**config.mk**
```make
export PLATFORM = sky130hd
export DESIGN_NAME = sha_nonce_scheduler
export DESIGN_NICKNAME = d
export VERILOG_FILES = /design/src/rtl/sha_nonce_scheduler.sv
export SDC_FILE = /design/constraint.sdc
export NUM_CORES = 2
export LEC_CHECK = 0
export BUFFER_PORTS_ARGS = -buffer_cell sky130_fd_sc_hd__buf_2
export CORE_AREA = 2 2 746 748
export CTS_CLUSTER_SIZE = 14
export DETAILED_ROUTE_END_ITERATION = 10
export DIE_AREA = 0 0 748 750
export SLEW_MARGIN = 20
export SYNTH_ARGS = -nofsm -noshare
export SYNTH_HDL_FRONTEND = slang
export SYNTH_SLANG_ARGS = --single-unit
```
**constraint.sdc**
```tcl
create_clock -name clk -period 84.2 [get_ports clk]
set_input_delay 12.63 -clock clk [delete_from_list [all_inputs] [get_ports clk]]
set_output_delay 12.63 -clock clk [all_outputs]
set_load 0.02 [all_outputs]
```
**src/rtl/sha_nonce_scheduler.sv**
```systemverilog
// sha_nonce_scheduler: sweeps a nonce range through a SHA core and stops on the first digest below target.
//   clk, rst (async, active high)
//   start/abort                   sweep control (abort wins over everything)
//   msg_prefix, nonce_start,
//   nonce_end, target             sweep setup, sampled on an accepted start
//   sha_msg/sha_begin/sha_enable  drive the core; sha_complete/sha_digest come back from it
//   busy                          high outside IDLE
//   found/exhausted/timeout       sticky sweep outcome
//   found_nonce/found_digest      winning nonce and its digest
//   hash_count                    digests checked in the current or last sweep (saturating)
module sha_nonce_scheduler #(
   parameter int TIMEOUT_CYCLES = 128,
   parameter int CNT_W          = 32
) (
   input  logic             clk,
   input  logic             rst,
   input  logic             start,
   input  logic             abort,
   input  logic [479:0]     msg_prefix,
   input  logic [31:0]      nonce_start,
   input  logic [31:0]      nonce_end,
   input  logic [255:0]     target,
   output logic [511:0]     sha_msg,
   output logic             sha_begin,
   output logic             sha_enable,
   input  logic             sha_complete,
   input  logic [255:0]     sha_digest,
   output logic             busy,
   output logic             found,
   output logic             exhausted,
   output logic             timeout,
   output logic [31:0]      found_nonce,
   output logic [255:0]     found_digest,
   output logic [CNT_W-1:0] hash_count
);
   typedef enum logic [1:0] {IDLE, ISSUE, WAIT, CHECK} state_t;
   localparam int WD_W = $clog2(TIMEOUT_CYCLES + 1);
   state_t state, next;
   logic [479:0] prefix_q;
   logic [31:0] nonce_q, nonce_end_q;
   logic [255:0] target_q, digest_q;
   logic [WD_W-1:0] wd;
   logic accept, empty, got, expired, hit, last;
   assign sha_msg = {prefix_q, nonce_q};
   always_comb begin
      accept     = state == IDLE && start && !abort;
      empty      = nonce_start > nonce_end;
      // wd==0 marks the first WAIT cycle, where the core still shows the previous complete
      got        = state == WAIT && wd != '0 && sha_complete;
      expired    = state == WAIT && !got && wd == WD_W'(TIMEOUT_CYCLES - 1);
      hit        = digest_q < target_q;
      last       = nonce_q == nonce_end_q;
      sha_begin  = state == ISSUE && !abort;
      sha_enable = (state == ISSUE || state == WAIT) && !abort;
      busy       = state != IDLE;
      next       = state;
      case (state)
         IDLE:    next = (accept && !empty) ? ISSUE : IDLE;
         ISSUE:   next = WAIT;
         WAIT:    next = got ? CHECK : expired ? IDLE : WAIT;
         CHECK:   next = (hit || last) ? IDLE : ISSUE;
         default: next = IDLE;
      endcase
      if (abort) next = IDLE;
   end
   always_ff @(posedge clk or posedge rst)
      if (rst) state <= IDLE;
      else state <= next;
   always_ff @(posedge clk or posedge rst) begin
      if (rst) begin
         prefix_q     <= '0;
         nonce_q      <= '0;
         nonce_end_q  <= '0;
         target_q     <= '0;
         digest_q     <= '0;
         wd           <= '0;
         found        <= 1'b0;
         exhausted    <= 1'b0;
         timeout      <= 1'b0;
         found_nonce  <= '0;
         found_digest <= '0;
         hash_count   <= '0;
      end else begin
         if (accept) begin
            prefix_q    <= msg_prefix;
            target_q    <= target;
            nonce_end_q <= nonce_end;
            nonce_q     <= nonce_start;
            found       <= 1'b0;
            exhausted   <= empty;
            timeout     <= 1'b0;
            hash_count  <= '0;
         end
         if (state == ISSUE) wd <= '0;
         if (state == WAIT && !abort) begin
            wd <= wd + 1'b1;
            if (got) digest_q <= sha_digest;
            if (expired) timeout <= 1'b1;
         end
         // end-of-range is tested before the increment so nonce_end=FFFFFFFF never wraps
         if (state == CHECK && !abort) begin
            hash_count <= hash_count + {{(CNT_W-1){1'b0}}, ~&hash_count};
            if (hit) begin
               found        <= 1'b1;
               found_nonce  <= nonce_q;
               found_digest <= digest_q;
            end else if (last) exhausted <= 1'b1;
            else nonce_q <= nonce_q + 32'd1;
         end
      end
   end
endmodule

```
Word-level counts from Yosys, hierarchy flattened
Index checks and enable logic that the tools add are counted.
{"block": "op_classes", "mux": 24, "add_sub_neg": 3, "n_eq_ne": 5, "reduce_logical": 25, "n_lt_le_gt_ge": 2}
{"operator": "less-than comparator 256 bit", "count": 1}
{"operator": "two-way mux 32 bit", "count": 6}
{"operator": "adder 32 x 1 -> 32 bit", "count": 1}
{"operator": "adder 32 x 1 -> 32 bit, second input constant", "count": 1}
{"operator": "equality test 32 bit", "count": 1}
{"operator": "greater-than comparator 32 bit", "count": 1}
{"operator": "AND reduction 32 bit", "count": 1}
{"operator": "two-way mux 8 bit", "count": 2}
{"operator": "two-way mux 1 bit", "count": 12}
{"operator": "logical AND 1 bit", "count": 11}
{"operator": "adder 8 x 1 -> 8 bit, second input constant", "count": 1}
{"operator": "equality test 8 x 7 -> 1 bit, second input constant", "count": 1}
{"operator": "case mux 2 bit (4 select lines)", "count": 1}
{"operator": "nonzero test 8 bit", "count": 1}
{"operator": "two-way mux 2 bit", "count": 3}
{"operator": "nonzero test 2 bit", "count": 3}
{"operator": "equality test 2 bit, second input constant", "count": 2}
{"operator": "logical NOT 1 bit", "count": 4}
{"operator": "AND reduction 2 bit", "count": 2}
{"operator": "equality test 2 x 1 -> 1 bit, second input constant", "count": 1}
{"operator": "logical NOT 2 bit", "count": 1}
{"operator": "logical OR 1 bit", "count": 2}
{"block": "totals", "elab_cells": 72, "out_inout_bits": 838, "ff_bits": 1389, "inputBits": 1061}

Depth between registers and ports, before layout
{"block": "depth", "ltp_word": 10, "mapped_depth": 15, "mapped_depth_nobuf": 14}

Least setup slack after synthesis
Ideal clock, no wire load.
{"block": "synth_timing", "path_type": "input port to output port", "start": "input abort", "end": "output sha_begin", "path_slack_ns": 58.442, "arrival_ns": 13.128, "stages": 2, "t_required_ns": 71.570, "cell_sequence": "clkbuf_1 nor2b_1"}
{"block": "synth_between", "elab_chain_cells": 2}
{"item": "start, declared", "line_no": "18", "source": "input logic abort,"}
{"item": "logical NOT 1 bit", "line_no": "53", "source": "sha_begin = state == ISSUE && !abort;"}
{"item": "logical AND 1 bit", "line_no": "53"}
{"item": "end, declared", "line_no": "24", "source": "output logic sha_begin,"}
Every way passes these cells.

Worst setup path in the final report
{"block": "layout_timing", "start": "input abort", "end": "output sha_enable"}
{"block": "layout_between", "elab_chain_cells": 2}
{"item": "logical NOT 1 bit", "line_no": "54", "source": "sha_enable = (state == ISSUE || state == WAIT) && !abort;"}
{"item": "logical AND 1 bit", "line_no": "54"}
{"item": "end, declared", "line_no": "25", "source": "output logic sha_enable,"}
Every way passes these cells.

==> results.json <==
{
  "status": "finished clean",
  "core_um2": 554000,
  "fin_cells": 15300,
  "async_reset_ff_share_pct": 100,
  "arrival_ns": 13.82,
  "boundaryPins": 1899,
  "wire_per_inst_um": 31.6,
  "synth_nets": 7037,
  "min_to": "prefix_q[76]",
  "antenna_left": 0,
  "crit_path_max_incr_delay_ns": 0.65,
  "synth.top_cell.area_share_pct": 57.9,
  "cp_slowest_cell": "nor2b_2",
  "path_cells": "buf_2 -> nor2b_2 -> buf_2",
  "layout.area.seq_um2": 34800,
  "post-synth-top-area-cell": "dfrtp_1",
  "clkTransAtPathRegs_ns": 0.05,
  "root_buffer": "clkbuf_16",
  "numCtsBuffers": 176,
  "drcViolationCount": 0,
  "synth_xor_xnor_area_share_pct": 0.496,
  "rows": 274,
  "cp-end-kind": "output pin",
  "worstReg2RegStart": "digest_q[124]",
  "grt_first_pass_wirelength_um": 591000,
  "synth_area_leaders": "dfrtp_1 (58%), nand2_1 (11%), mux2_2 (6.3%)",
  "grt_overflow": 0,
  "die_w_um": 748,
  "peakVddDrop_mv": 0.0178,
  "grt_max_degree": 214,
  "crit_top_cell": "buf_2",
  "antenna_found_initial": 407,
  "drtIter0Drc": 4558,
  "yosys_register_bits": 1389,
  "max_freq_mhz": 37.8,
  "fin_nets": 8930,
  "start_util_pct": 10.8,
  "synth_edf_count": 0,
  "multi_input_area_um2": 23000,
  "fin_util_pct": 15.4,
  "rsz0062_at_grt": "false",
  "worst_hold_path.num_cells": 2,
  "die_y_um": 750,
  "dpl.cell_count": 14700,
  "synth_fa_ha_area_share_pct": 6.19,
  "yosysSeqAreaShare_pct": 57.9,
  "ys_warn_count": 0,
  "syn_avg_cell_area_um2": 10.6,
  "cts.path.max_buffers": 4,
  "htreeDepth": 4,
  "min_from": "prefix_q[76]",
  "place_ws_ns": 57.65,
  "io_buffers": 1898,
  "crit_fanout": 12,
  "synth_compound_area_share_pct": 6.32,
  "wl_um": 483000,
  "path_class": "input port to output pin",
  "syn_to_final_growth_pct": 41.7,
  "final-hold-violation-count": 0,
  "fin_crit_sh_pct": 31.4,
  "timing.final.ws_setup_ns": 57.75,
  "finalCriticalPeriod_ns": 26.45,
  "setup-violations-final": 0,
  "synthCells": 5679,
  "dr_total_vias": 53400,
  "cts_hold_buf": 0,
  "drv_cap": 0,
  "finalPower_mw": 3.46,
  "drtPass1Iterations": 5,
  "reg2regPathDepth": 16,
  "worst_slew_pin_slew_ns": 1.04,
  "gp_congestion": 0.939,
  "grt_pass1_vias": 50800,
  "leakage_nw": 43.0,
  "crit_required_ns": 71.57,
  "cts_tree": "done",
  "synth_top_family_by_area": "simple AND/OR/NAND/NOR gates",
  "postCtsResizedCells": 0,
  "post-cts-setup-buffers": 0,
  "synth_cell_types": 70,
  "viasPerCell": 3.49,
  "grt_usage_pct": 16.5,
  "synth_area_um2": 60000,
  "synthTopCellsByCount": "nand2_1 (1825), dfrtp_1 (1389), o21ai_0 (362), mux2_2 (336), inv_1 (319)",
  "slew_headroom_pct": 30.8,
  "start_kind": "input port",
  "reg2reg_slack_ns": 75.72,
  "drive_gt1_share_pct": 34.1,
  "rr_endpoint": "found_digest[85]",
  "dp.final_hpwl_um": 423000,
  "post-synth-top-count-cell": "nand2_1",
  "skew_ns": 0.0709,
  "muxShareOfSynthArea_pct": 10.5,
  "hp-class": "flip-flop to flip-flop",
  "clk_latency_ns": 0.93,
  "startpoint": "abort",
  "tns_ns": 0,
  "power_density_nw_per_um2": 40.6,
  "yosys.area_share.simple_pct": 14.7,
  "fill_cells": 62700,
  "synthFlopType": "dfrtp_1",
  "maxSlewViolCount": 0,
  "dieArea_um2": 561000,
  "cts.sinks": 1389
}
[state kept, by name (all words and copies together) (netlist names)]
register and flops:
digest_q 256, exhausted 1, found 1, found_digest 256, found_nonce 32, hash_count 32, nonce_end_q 32, nonce_q 32
prefix_q 480, state 2, target_q 256, timeout 1, wd 8
[report_power, final]
| group | internal, mW | switching, mW | total [mW] |
|---|---|---|---|
| Sequential | 0.934 | 0.256 | 1.19 |
| Clock | 0.478 | 0.348 | 0.826 |
| Combinational | 0.380 | 1.06 | 1.44 |
[metrics by stage]
step	hold slack, ns	area (um^2)
final	0.467	85100
after floorplan	0.447	60000
after global placement	0.454	78200
after CTS	0.472	84400
after detailed placement	0.457	78200
after global routing	0.484	84900
[routing by layer]
| layer | vias to the layer above | share of wire, % | GRT usage, % |
|---|---|---|---|
| met2 | 3030 | 40 | 23.6 |
| met5 | - | 0.58 | 1.73 |
| met4 | 266 | 4.4 | 6.17 |
| li1 | 22900 | - | - |
| met3 | 1095 | 22 | 16.1 |
| met1 | 26100 | 33 | 16.2 |
[critical path, delay by kind of cell]
kind	cells	cell delay [ns]
buffers and inverters	2	0.51
and+or+nand+nor	1	0.65
[how the worst max path moves through the flow]
stage / to / slack (ns) / cells past startpoint
5_1_grt: sha_enable / 57.68 / 3
2_1_floorplan: digest_q[0] / 32.40 / 1
4_1_cts: sha_enable / 57.65 / 3
6_report: sha_enable / 57.75 / 3
3_3_place_gp: sha_enable / 57.67 / 3
3_5_place_dp: sha_enable / 57.65 / 3
[cell type report]
class / count / area share, %
Antenna cell: 263 / 0.774
Clock buffer: 240 / 5.89
Clock inverter: 78 / 1.35
Inverter: 319 / 1.42
Multi-Input combinational cell: 3712 / 27.0
Sequential cell: 1389 / 40.9
Tap cell: 7314 / 10.8
Timing Repair Buffer: 1974 / 11.9
[cells in the final DEF, fill, tap and decap left out, types with 107 or more instances in the layout]
master	instances
buf_2	1898
mux2_2	336
ha_1	297
diode_2	263
inv_1	318
mux2_1	209
o21ai_0	360
nand2_1	1825
dfrtp_1	1389
clkbuf_16	176
a21oi_1	107
[logic make-up after synthesis]
family,count (synthesis)
and+or+nand+nor,2169
muxes,564
DFF,1389
AOI/OAI and AO/OA,648
buffers and inverters,578
adders and majority gates,297
xor gates and xnor gates,34
No activity file was read; power rests on OpenSTA's default activity.
